<file path="src/rtl/imm_pkg.sv">
// Shared definitions for the immediate-decode stage: format codes, RV opcodes, XLEN check.
// Optional feature macro: IMMGEN_ZIMM_EN (CSR immediate forms decode as format Z).
package imm_pkg;

    typedef enum logic [2:0] {
        FMT_NONE = 3'd0,
        FMT_I    = 3'd1,
        FMT_S    = 3'd2,
        FMT_B    = 3'd3,
        FMT_U    = 3'd4,
        FMT_J    = 3'd5,
        FMT_Z    = 3'd6
    } fmt_e;

    localparam logic [6:0] OPC_OP_IMM = 7'b0010011;
    localparam logic [6:0] OPC_LOAD   = 7'b0000011;
    localparam logic [6:0] OPC_JALR   = 7'b1100111;
    localparam logic [6:0] OPC_STORE  = 7'b0100011;
    localparam logic [6:0] OPC_BRANCH = 7'b1100011;
    localparam logic [6:0] OPC_LUI    = 7'b0110111;
    localparam logic [6:0] OPC_AUIPC  = 7'b0010111;
    localparam logic [6:0] OPC_JAL    = 7'b1101111;
    localparam logic [6:0] OPC_SYSTEM = 7'b1110011;

    function automatic bit xlen_legal(input int xlen);
        return (xlen == 32) || (xlen == 64);
    endfunction

endpackage

</file>
<file path="src/rtl/imm_extract.sv">
// Combinational immediate extraction and format classification for one instruction word.
// Optional feature macro: IMMGEN_ZIMM_EN (CSRRxI zimm is reported as format Z).
module imm_extract
    import imm_pkg::*;
#(
    parameter int XLEN = 32
) (
    input  logic [31:0]     i_instr,
    output logic [XLEN-1:0] o_imm,
    output fmt_e            o_fmt
);

    logic [31:0] w_imm32;

    // Every format fits in 32 bits, so it is built there and widened by replicating bit 31.
    always_comb begin
        w_imm32 = 32'h0;
        o_fmt   = FMT_NONE;
        unique case (i_instr[6:0])
            OPC_OP_IMM, OPC_LOAD, OPC_JALR: begin
                o_fmt   = FMT_I;
                w_imm32 = {{20{i_instr[31]}}, i_instr[31:20]};
            end
            OPC_STORE: begin
                o_fmt   = FMT_S;
                w_imm32 = {{20{i_instr[31]}}, i_instr[31:25], i_instr[11:7]};
            end
            OPC_BRANCH: begin
                o_fmt   = FMT_B;
                w_imm32 = {{19{i_instr[31]}}, i_instr[31], i_instr[7],
                           i_instr[30:25], i_instr[11:8], 1'b0};
            end
            OPC_LUI, OPC_AUIPC: begin
                o_fmt   = FMT_U;
                w_imm32 = {i_instr[31:12], 12'h000};
            end
            OPC_JAL: begin
                o_fmt   = FMT_J;
                w_imm32 = {{11{i_instr[31]}}, i_instr[31], i_instr[19:12],
                           i_instr[20], i_instr[30:21], 1'b0};
            end
`ifdef IMMGEN_ZIMM_EN
            OPC_SYSTEM: begin
                if (i_instr[14]) begin
                    o_fmt   = FMT_Z;
                    w_imm32 = {27'h0, i_instr[19:15]};
                end
            end
`endif
            default: begin
                o_fmt   = FMT_NONE;
                w_imm32 = 32'h0;
            end
        endcase
        o_imm       = {XLEN{w_imm32[31]}};
        o_imm[31:0] = w_imm32;
    end

endmodule

</file>
<file path="src/rtl/imm_decode_stage.sv">
// Registered immediate-decode stage with a 2-entry skid buffer and PC-relative target adder.
// Optional feature macro: IMMGEN_ZIMM_EN (forwarded to imm_extract).
module imm_decode_stage
    import imm_pkg::*;
#(
    parameter int XLEN = 32
) (
    input  logic            clk,
    input  logic            rst_n,
    input  logic            flush,
    input  logic            in_valid,
    output logic            in_ready,
    input  logic [31:0]     in_instr,
    input  logic [XLEN-1:0] in_pc,
    output logic            out_valid,
    input  logic            out_ready,
    output logic [XLEN-1:0] out_imm,
    output logic [2:0]      out_fmt,
    output logic [XLEN-1:0] out_pc,
    output logic [XLEN-1:0] out_target,
    output logic [31:0]     out_instr
);

    typedef struct packed {
        logic [31:0]     instr;
        logic [XLEN-1:0] pc;
        logic [XLEN-1:0] target;
        logic [XLEN-1:0] imm;
        fmt_e            fmt;
    } entry_t;

    if (!xlen_legal(XLEN)) begin : g_bad_xlen
        $error("imm_decode_stage: XLEN must be 32 or 64");
    end

    logic [XLEN-1:0] w_imm;
    fmt_e            w_fmt;
    entry_t          w_new;
    logic            w_accept;
    logic            w_consume;
    entry_t          w_outNext;
    entry_t          w_skidNext;
    logic            w_outValidNext;
    logic            w_skidValidNext;

    entry_t          r_out;
    entry_t          r_skid;
    logic            r_outValid;
    logic            r_skidValid;
    logic            r_inReady;

    imm_extract #(.XLEN(XLEN)) u_extract (
        .i_instr (in_instr),
        .o_imm   (w_imm),
        .o_fmt   (w_fmt)
    );

    assign w_accept  = in_valid && r_inReady;
    assign w_consume = r_outValid && out_ready;

    always_comb begin
        w_new.instr  = in_instr;
        w_new.pc     = in_pc;
        w_new.target = in_pc + w_imm;
        w_new.imm    = w_imm;
        w_new.fmt    = w_fmt;
    end

    // in_ready is only high while the skid is empty, so an accept never coincides with a skid drain.
    always_comb begin
        w_outNext       = r_out;
        w_skidNext      = r_skid;
        w_outValidNext  = r_outValid;
        w_skidValidNext = r_skidValid;
        if (flush) begin
            w_outValidNext  = 1'b0;
            w_skidValidNext = 1'b0;
        end else if (!r_outValid || w_consume) begin
            if (r_skidValid) begin
                w_outNext       = r_skid;
                w_outValidNext  = 1'b1;
                w_skidValidNext = 1'b0;
            end else if (w_accept) begin
                w_outNext      = w_new;
                w_outValidNext = 1'b1;
            end else begin
                w_outValidNext = 1'b0;
            end
        end else if (w_accept) begin
            w_skidNext      = w_new;
            w_skidValidNext = 1'b1;
        end
    end

    always_ff @(posedge clk or negedge rst_n) begin
        if (!rst_n) begin
            r_out       <= '0;
            r_skid      <= '0;
            r_outValid  <= 1'b0;
            r_skidValid <= 1'b0;
            r_inReady   <= 1'b1;
        end else begin
            r_out       <= w_outNext;
            r_skid      <= w_skidNext;
            r_outValid  <= w_outValidNext;
            r_skidValid <= w_skidValidNext;
            r_inReady   <= !w_skidValidNext;
        end
    end

    assign in_ready   = r_inReady;
    assign out_valid  = r_outValid;
    assign out_imm    = r_out.imm;
    assign out_fmt    = r_out.fmt;
    assign out_pc     = r_out.pc;
    assign out_target = r_out.target;
    assign out_instr  = r_out.instr;

endmodule

</file>
<file path="config.mk">
export PLATFORM = sky130hd
export DESIGN_NAME = imm_decode_stage
export DESIGN_NICKNAME = d
export VERILOG_FILES = /design/src/rtl/imm_pkg.sv /design/src/rtl/imm_extract.sv /design/src/rtl/imm_decode_stage.sv
export SDC_FILE = /design/constraint.sdc
export NUM_CORES = 1
export LEC_CHECK = 0
export CORE_ASPECT_RATIO = 0.8
export CORE_MARGIN = 1.5
export CORE_UTILIZATION = 59
export DETAILED_ROUTE_END_ITERATION = 10
export PLACE_DENSITY = 0.89
export SYNTH_ARGS = -nofsm -noshare
export SYNTH_HDL_FRONTEND = slang
export SYNTH_HIERARCHICAL = 1
export SYNTH_SLANG_ARGS = --single-unit
</file>
<file path="constraint.sdc">
create_clock -name clk -period 4.2 [get_ports clk]
set_clock_uncertainty 0.15 [all_clocks]
set_input_delay 0.42 -clock clk [delete_from_list [all_inputs] [get_ports clk]]
set_output_delay 0.42 -clock clk [all_outputs]
set_load 0.03 [all_outputs]
</file>
==> results of run 1 <==
state kept, by name, indices dropped and copies added (netlist names):
register     count
r_skidValid      1
out_fmt          3
out_instr       32
out_pc          32
r_skid         131
out_target      32
out_valid        1
in_ready         1
out_imm         32
final cells by class:
type / instances / share of cell area, %
Sequential cell: 265 / 39.6
Timing Repair Buffer: 281 / 15.9
Clock buffer: 35 / 4.57
Tap cell: 300 / 2.24
Clock inverter: 12 / 0.739
Multi-Input combinational cell: 1091 / 36.7
Inverter: 11 / 0.246
metal layers:
layer,GRT usage [%],up-vias,share of wire [%]
li1,-,5359,-
met1,47.6,5698,45
met2,51.4,472,46
met3,5.47,89,6.9
met4,10.5,0,2.9
met5,0,-,0
stage by stage:
step	worst slack [ns]	utilization, %
finish	0.203	77.1
detailed placement	-0.143	72.9
floorplan	0.837	-
global placement	-0.0366	72.9
CTS	0.360	77.1
global route	0.0288	77.1
worst max-delay path, cell delays in order:
cell and delay, ns:
clkdlybuf4s50_1 0.62, nand2b_1 0.27, nand3_1 0.12, nor2_1 0.08
buf_12 0.13, a21o_2 0.22, ha_1 0.37, nand4_1 0.17
nor3_1 0.41, nand4_1 0.30, nand2_1 0.20, o221ai_4 0.14
o21ai_0 0.30, buf_4 0.19, mux2i_1 0.21, nand3_1 0.10
placed cells by master, fill, tap and decap left out, drive strengths merged, types with 4 or more instances in the layout:
cell,n
nand2,515
dfrtp,264
clkdlybuf4s50,200
o21ai,160
mux2i,114
buf,80
a21oi,49
clkbuf,35
a21o,34
ha,31
nand3,25
xnor2,21
nor2,21
and3,16
inv,13
xor2,10
nor3,10
a31oi,8
nand4,8
and2,8
o21bai,7
clkinv,7
o21a,6
nor3b,5
a22o,4
power by group:
group / internal, mW / total [mW] / switching [mW]
clock: 1.41 / 2.42 / 1.02
sequential: 2.96 / 3.21 / 0.248
combinational: 0.642 / 1.60 / 0.960
kinds of logic after synthesis:
group	Yosys count
buf+inv	101
xor+xnor	31
compound gates	289
fa+ha+maj	32
simple gates	625
mux	114
flops	265
final timing paths:
| check | from | to | slack, ns |
|---|---|---|---|
| hold / removal | rst_n | r_skid[72] | 0.30 |
| setup / recovery | in_instr[6] | out_target[31] | 0.20 |
| hold reg to reg | r_skid[57] | r_skid[57] | 0.32 |
| min in group clk | r_skid[57] | r_skid[57] | 0.32 |
| setup reg to reg | r_skidValid | out_target[31] | 1.62 |
| max in group asynchronous | rst_n | out_imm[27] | 2.44 |
repair_timing:
action                                 in CTS  in global routing
setup endpoints to repair                   0                  0
endpoints found under the hold margin      75                  0
hold buffers                                1                  0
gates resized for setup                     0                  0
==> results.md, run 1 <==
| Group | Item | This run |
|:---|:---|:---|
| timing | Final-layout worst hold slack | 0.300 ns |
| logic synthesis | Most used standard cell by instance count after synthesis | nand2_1 |
| die | Area enclosed by the die boundary | 0.0232 sq mm |
| logic synthesis | Sequential share of the synthesized area | 50.3% |
| die | Vert. Die Dim | 137 um |
| final layout | Final net count | 1,778 |
| critical path | Crit Path Max Fanout | 9 |
| grt | Largest net degree at the start of global routing | 152 |
| final layout | Area added between synthesis and finish | 27.1% |
| clocking | CTS Root Cell | clkbuf_16 |
| final layout | Fillcell total | 1,470 |
| logic synthesis | Synthesized-area fraction occupied by adder cells | 3.10% |
| logic synthesis | Count of flip-flops with a built-in enable after synthesis | 0 |
| logic synthesis | FFs w/ async S/R, synth | 100% |
| logic synthesis | Compound-Gate Fraction of Synth Area | 13.1% |
| critical path | Number of cell instances on the worst register-to-register path | 7 |
| critical path | Crit path launch type | input port |
| detailed routing | Total Wirelength | 38,200 um |
| detailed routing | Count of TritonRoute iterations in the first routing pass | 5 |
| die | Starting density of the core | 60.6% |
| timing | Final-layout setup total negative slack | 0 ns |
| clocking | Number of buffers inserted to repair setup after CTS | 0 |
| timing | Final worst-path cycle share | 95.2% |
| final layout | Footprint of the multi-input gates | 0.00614 sq mm |
| detailed routing | Number of antenna-violating nets in the routed design | 0 |
| logic synthesis | Cell area after synthesis | 0.0132 sq mm |
| clocking | Bufs on Longest Clock Path | 3 |
| clocking | Total clock sinks | 265 |
| clocking | Later-pin clock latency in the skew report | 0.54 ns |
| timing | Fin. max-slew vios | 0 |
| critical path | Kind of end point of the critical path | flip-flop |
| logic synthesis | Number of flip-flops and latches in the synthesized netlist | 265 |
| grt | All-Layer GR Usage | 33.0% |
| die | Boundary Pins | 202 |
| final layout | Layout Cell Area excl Fill | 0.0168 sq mm |
| final layout | Number of diodes | 0 |
| clocking | CTS tree | built |
| logic synthesis | Ranking of synthesized cells by instance count | nand2_1, dfrtp_1, o21ai_0, mux2i_1, clkbuf_1 |
| placement | # placed instances | 1,947 |
| die | Area of the placeable core | 0.0217 sq mm |
| power | Power density of the placed cells | 432 mW/mm^2 |
| final layout | Sequential cell area in the final layout | 0.00664 sq mm |
| die | Horizontal die dimension | 170 um |
| critical path | Crit path required time | 4.46 ns |
| logic synthesis | Total number of yosys warnings | 6 |
| placement | Gp weighted congestion | 0.899 |
| grt | GRT Residual Overflow | 0 |
| power | Leakage power total | 7.94 nW |
| clocking | Maximum level of the CTS H-tree | 1 |
| timing | Unrepaired setup endpoints after global routing | false |
| logic synthesis | Post-synthesis share of cell area spent on xor and xnor gates | 2.06% |
| timing | Worst slew pin tran | 1.10 ns |
| flow run | Max-cap violations | 0 |
| detailed routing | Average detailed-routed wire length per instance | 19.2 um |
| clocking | Clock-pin slew on the worst setup and hold paths | 0.06 ns |
| critical path | Worst setup path class | in -> reg |
| logic synthesis | Share of the synthesized area in the top cell type | 50.1% |
| hold path | Kind of path behind the tightest hold check | in -> async |
| logic synthesis | Number of instances in the synthesized netlist | 1,457 |
| logic synthesis | Most instantiated flip-flop cell in the synthesis netlist | dfrtp_1 |
| power | Peak supply drop | 0.322 mV |
| grt | Global-route wire length before repair | 59,700 um |
| logic synthesis | Largest family of logic cells by synthesized area | simple AND/OR/NAND/NOR gates |
| detailed routing | DRC viols | 0 |
| timing | Final setup fails | 0 |
| detailed routing | Number of violations reported at the end of detailed-routing iteration 0 | 1,079 |
| detailed routing | Overall via count from detail_route | 11,600 |
| clocking | Number of CTS-inserted buffers | 27 |
| placement | Quantity of I/O buffers inserted on ports | 201 |
| logic synthesis | Synth area leaders | dfrtp_1, nand2_1, mux2i_1, o21ai_0, ha_1 |
| die | Standard-cell row count | 48 |
| logic synthesis | Mux contribution to synthesized area | 8.66% |
| grt | Number of global-route vias before repair | 11,100 |
| logic synthesis | Post-synth net total | 1,558 |
| final layout | Number of standard cells in the layout, taps in and fillers out | 1,995 |
| timing | Maximum operating frequency | 250 MHz |
| timing | Max-slew headroom at the worst pin | 26.9% |
| logic synthesis | Synthesized area per cell | 9.05 sq um |
| logic synthesis | Unique cell type count in the Yosys netlist | 63 |
| placement | Instance area after placement | 0.0159 sq mm |
| final layout | Share of final-layout standard cells stronger than drive strength 1 | 9.26% |
| timing | Time the final worst path needs with I/O delays and setup | 4.00 ns |
| power | Total power | 7.23 mW |
| grt | Antenna violations before repair | 0 |
| detailed routing | Avg Vias per Cell | 5.82 |
| outcome | Outcome | complete, no violations |
| timing | Final Hold Violating Endpoints | 0 |
| placement | Post-DP HPWL | 26,400 um |
| logic synthesis | Post-Synth Simple-Gate Area | 19.5% |
| critical path | Data arrival time of the critical path | 4.26 ns |
| logic synthesis | Most area-hungry cell type in the Yosys netlist | dfrtp_1 |
No activity file was read; power rests on OpenSTA's default activity.
==> run 2: changes to the inputs <==
- TNS_END_PERCENT: not set -> 100
- clock period: 4.2 -> 4.67 ns (I/O delays scaled with it)
==> results.md, run 2 (same netlist as run 1, synthesis figures left out) <==
| Group | Item | This run | Delta |
|:---|:---|:---|:---|
| critical path | Longest individual stage delay on the worst path | 0.63 ns | about the same |
| die | Area of the placeable core | 0.0217 sq mm | unchanged |
| clocking | Maximum level of the CTS H-tree | 1 | unchanged |
| placement | Instance area after placement | 0.0154 sq mm | -3.0% |
| final layout | Share of final-layout standard cells stronger than drive strength 1 | 5.50% | -3.8 points |
| critical path | Number of stages on the worst setup path | 14 | -2 |
| grt | Global-route wire length before repair | 57,800 um | -3.1% |
| power | Combinational power share | 22.0% | -0.2 points |
| critical path | Crit path launch type | input port |  |
| power | Total power | 6.40 mW | -12% |
| clocking | Clock-pin slew on the worst setup and hold paths | 0.06 ns | about the same |
| hold path | Hold path startpoint | r_skid[19] |  |
| critical path | Endpoint of the worst-slack reg-to-reg timing path | out_target[9] |  |
| detailed routing | Count of TritonRoute iterations in the first routing pass | 5 | unchanged |
| timing | Maximum operating frequency | 245 MHz |  |
| power | Leakage power total | 7.62 nW | -4.0% |
| critical path | Worst setup path class | in -> reg |  |
| detailed routing | Number of violations reported at the end of detailed-routing iteration 0 | 1,140 | +5.7% |
| timing | Max-slew headroom at the worst pin | 31.0% | +4.1 points |
| clocking | Later-pin clock latency in the skew report | 0.54 ns | about the same |
| detailed routing | Avg Vias per Cell | 5.79 | -0.49% |
| grt | GRT Residual Overflow | 0 | unchanged |
| grt | Number of global-route vias before repair | 10,800 | -3.0% |
| final layout | Layout Cell Area excl Fill | 0.0163 sq mm | -3.0% |
| clocking | Bufs on Longest Clock Path | 3 | unchanged |
| die | Vert. Die Dim | 137 um | unchanged |
| hold path | Min-Delay Endpoint | r_skid[19] |  |
| outcome | Outcome | complete, no violations |  |
| detailed routing | DRC viols | 0 | unchanged |
| placement | Post-DP HPWL | 25,800 um | -2.2% |
| critical path | Kind of end point of the critical path | flip-flop |  |
| flow run | Max-cap violations | 0 | unchanged |
| timing | Final Hold Violating Endpoints | 0 | unchanged |
| power | Total internal power | 4.43 mW | -11% |
| final layout | Final net count | 1,716 | -3.5% |
| critical path | Crit path cell chain | clkdlybuf4s50_1, nor2_1, nand3_2, o21ai_1, a22o_2, ha_1, a211oi_2, o21ai_0, a21oi_2, o211ai_2, a211oi_1, nor2_1, or4b_1, nand3_1 |  |
| final layout | Most common cell after layout, fill and taps aside | nand2_1 |  |
| clocking | Total clock sinks | 265 | unchanged |
| final layout | Leading cell types in the layout, fill and taps excluded | nand2_1, dfrtp_1, clkdlybuf4s50_1 |  |
| hold path | Hold-critical path depth | 2 |  |
| critical path | Crit Path Max Fanout | 13 | +4 |
| clocking | Number of CTS-inserted buffers | 27 | unchanged |
| timing | Fin. max-slew vios | 0 | unchanged |
| power | Power density of the placed cells | 394 mW/mm^2 | -8.8% |
| critical path | Crit-path most repeated cell | nor2_1 |  |
| detailed routing | Overall via count from detail_route | 11,200 | -3.4% |
| die | Starting density of the core | 60.6% | unchanged |
| timing | Final worst-path cycle share | 87.4% |  |
| final layout | Top reg by flops | r_skid |  |
| power | Net switching share of the total power | 30.7% | -0.075 points |
| placement | Quantity of I/O buffers inserted on ports | 201 | unchanged |
| critical path | Reg-to-reg setup timing slack | 1.67 ns | +0.05 ns |
| die | Area enclosed by the die boundary | 0.0232 sq mm | unchanged |
| final layout | Number of standard cells in the layout, taps in and fillers out | 1,936 | -3.0% |
| critical path | Top delay family on crit path | compound AO/OA/AOI/OAI gates |  |
| grt | Antenna violations before repair | 1 | +1 |
| critical path | Slowest-stage cell, CP | clkdlybuf4s50_1 |  |
| detailed routing | Number of antenna-violating nets in the routed design | 0 | unchanged |
| timing | Time the final worst path needs with I/O delays and setup | 4.08 ns |  |
| critical path | Source of the worst register-to-register timing path | r_skidValid |  |
| timing | Final setup fails | 0 | unchanged |
| final layout | Max FFs per register | 131 | unchanged |
| critical path | Crit path required time | 4.99 ns | +0.53 ns |
| detailed routing | Average detailed-routed wire length per instance | 19.0 um | -0.71% |
| die | Boundary Pins | 202 | unchanged |
| power | Clock Power Share | 32.9% | -0.6 points |
| grt | All-Layer GR Usage | 32.0% | -1.0 points |
| placement | # placed instances | 1,885 | -3.2% |
| die | Horizontal die dimension | 170 um | unchanged |
| die | Standard-cell row count | 48 | unchanged |
| final layout | Number of diodes | 0 | unchanged |
| timing | Unrepaired setup endpoints after global routing | false |  |
| clocking | CTS tree | built |  |
| clocking | CTS Root Cell | clkbuf_16 |  |
| critical path | Number of cell instances on the worst register-to-register path | 6 | -1 |
| placement | Gp weighted congestion | 0.974 | +8.4% |
| final layout | Fillcell total | 1,498 | +1.9% |
| final layout | Area added between synthesis and finish | 23.3% |  |
| critical path | Data arrival time of the critical path | 4.40 ns | +0.14 ns |
| hold path | Kind of path behind the tightest hold check | reg -> reg |  |
| power | Peak supply drop | 0.249 mV | -23% |
| clocking | Quantity of gates resized following cts | 0 | unchanged |
| timing | Final-layout setup total negative slack | 0 ns | unchanged |
| critical path | Buf/Inv on CP | 1 | -2 |
| detailed routing | Total Wirelength | 36,800 um | -3.7% |
| grt | Largest net degree at the start of global routing | 130 | -14% |
| timing | Worst slew pin tran | 1.04 ns | -0.0615 ns |
| power | Flop pwr share | 45.0% | +0.7 points |
| power | Net switching component of the power | 1.96 mW | -12% |
## run 2: changes by cell type in the layout (fill, tap and decap cells not counted)
cell        delta
clkinv_4       +1
clkbuf_1       +8
bufinv_16      -1
clkinvlp_4     -1
buf_4         -61
buf_12         -1
inv_6          -1
clkinv_2       -3
## run 2: metal layers
| metal | vias to the layer above | wire length [um] | global-route usage (%) |
|---|---|---|---|
| li1 | 5220 | - | - |
| met1 | 5415 | 15600 | 45.0 |
| met2 | 497 | 16700 | 49.9 |
| met3 | 85 | 3310 | 6.88 |
| met4 | 2 | 1180 | 9.78 |
| met5 | - | 13 | 0 |
## run 2: how the worst max path moves through the flow
stage                start              to
5_1_grt        in_instr[3]  out_target[24]
4_1_cts        in_instr[3]  out_target[24]
3_5_place_dp   in_instr[3]  out_target[24]
6_report       in_instr[6]  out_target[15]
2_1_floorplan  in_instr[4]  out_target[28]
3_3_place_gp   in_instr[6]  out_target[15]
## run 2: per-stage QoR
step           hold WS (ns)  setup WS (ns)  utilization [%]
3_3_place_gp          0.300          0.327             70.7
6_report              0.321          0.590             74.8
3_5_place_dp          0.312          0.191             70.7
4_1_cts               0.326          0.704             74.8
2_1_floorplan        0.0214           1.26                -
5_1_grt               0.338          0.296             74.8
## run 2: repair_timing
action                                 4_1_cts  5_1_grt
hold buffers                                 1        0
endpoints found under the hold margin      124        0
setup buffers                                0        0
## run 2: cell type report
class / count / area (sq um) / area share [%]
Clock buffer: 43 / 796 / 4.90
Clock inverter: 7 / 71.3 / 0.439
Inverter: 11 / 41.3 / 0.254
Multi-Input combinational cell: 1091 / 6140 / 37.8
Sequential cell: 265 / 6640 / 40.8
Tap cell: 300 / 375 / 2.31
Timing Repair Buffer: 219 / 2190 / 13.5
## run 2: worst register-to-register path: cells and delay by family (launching register included)
family          cells  cell delay (ns)
compound gates      1             0.19
flops               1             1.00
simple gates        5             1.60
## run 2: power by group through the flow
stage,combinational [mW],clock (mW),sequential (mW)
5_1_grt,1.53,2.21,2.92
3_3_place_gp,1.36,0,2.89
3_5_place_dp,1.40,0,2.91
2_1_floorplan,0.478,0,3.18
6_report,1.41,2.11,2.88
4_1_cts,1.41,2.13,2.87
==> run 3: changes to the inputs <==
- TNS_END_PERCENT: 100 -> 20
==> results of run 3 <==
No change in the layout: final DEF, timing and power equal those of run 2.
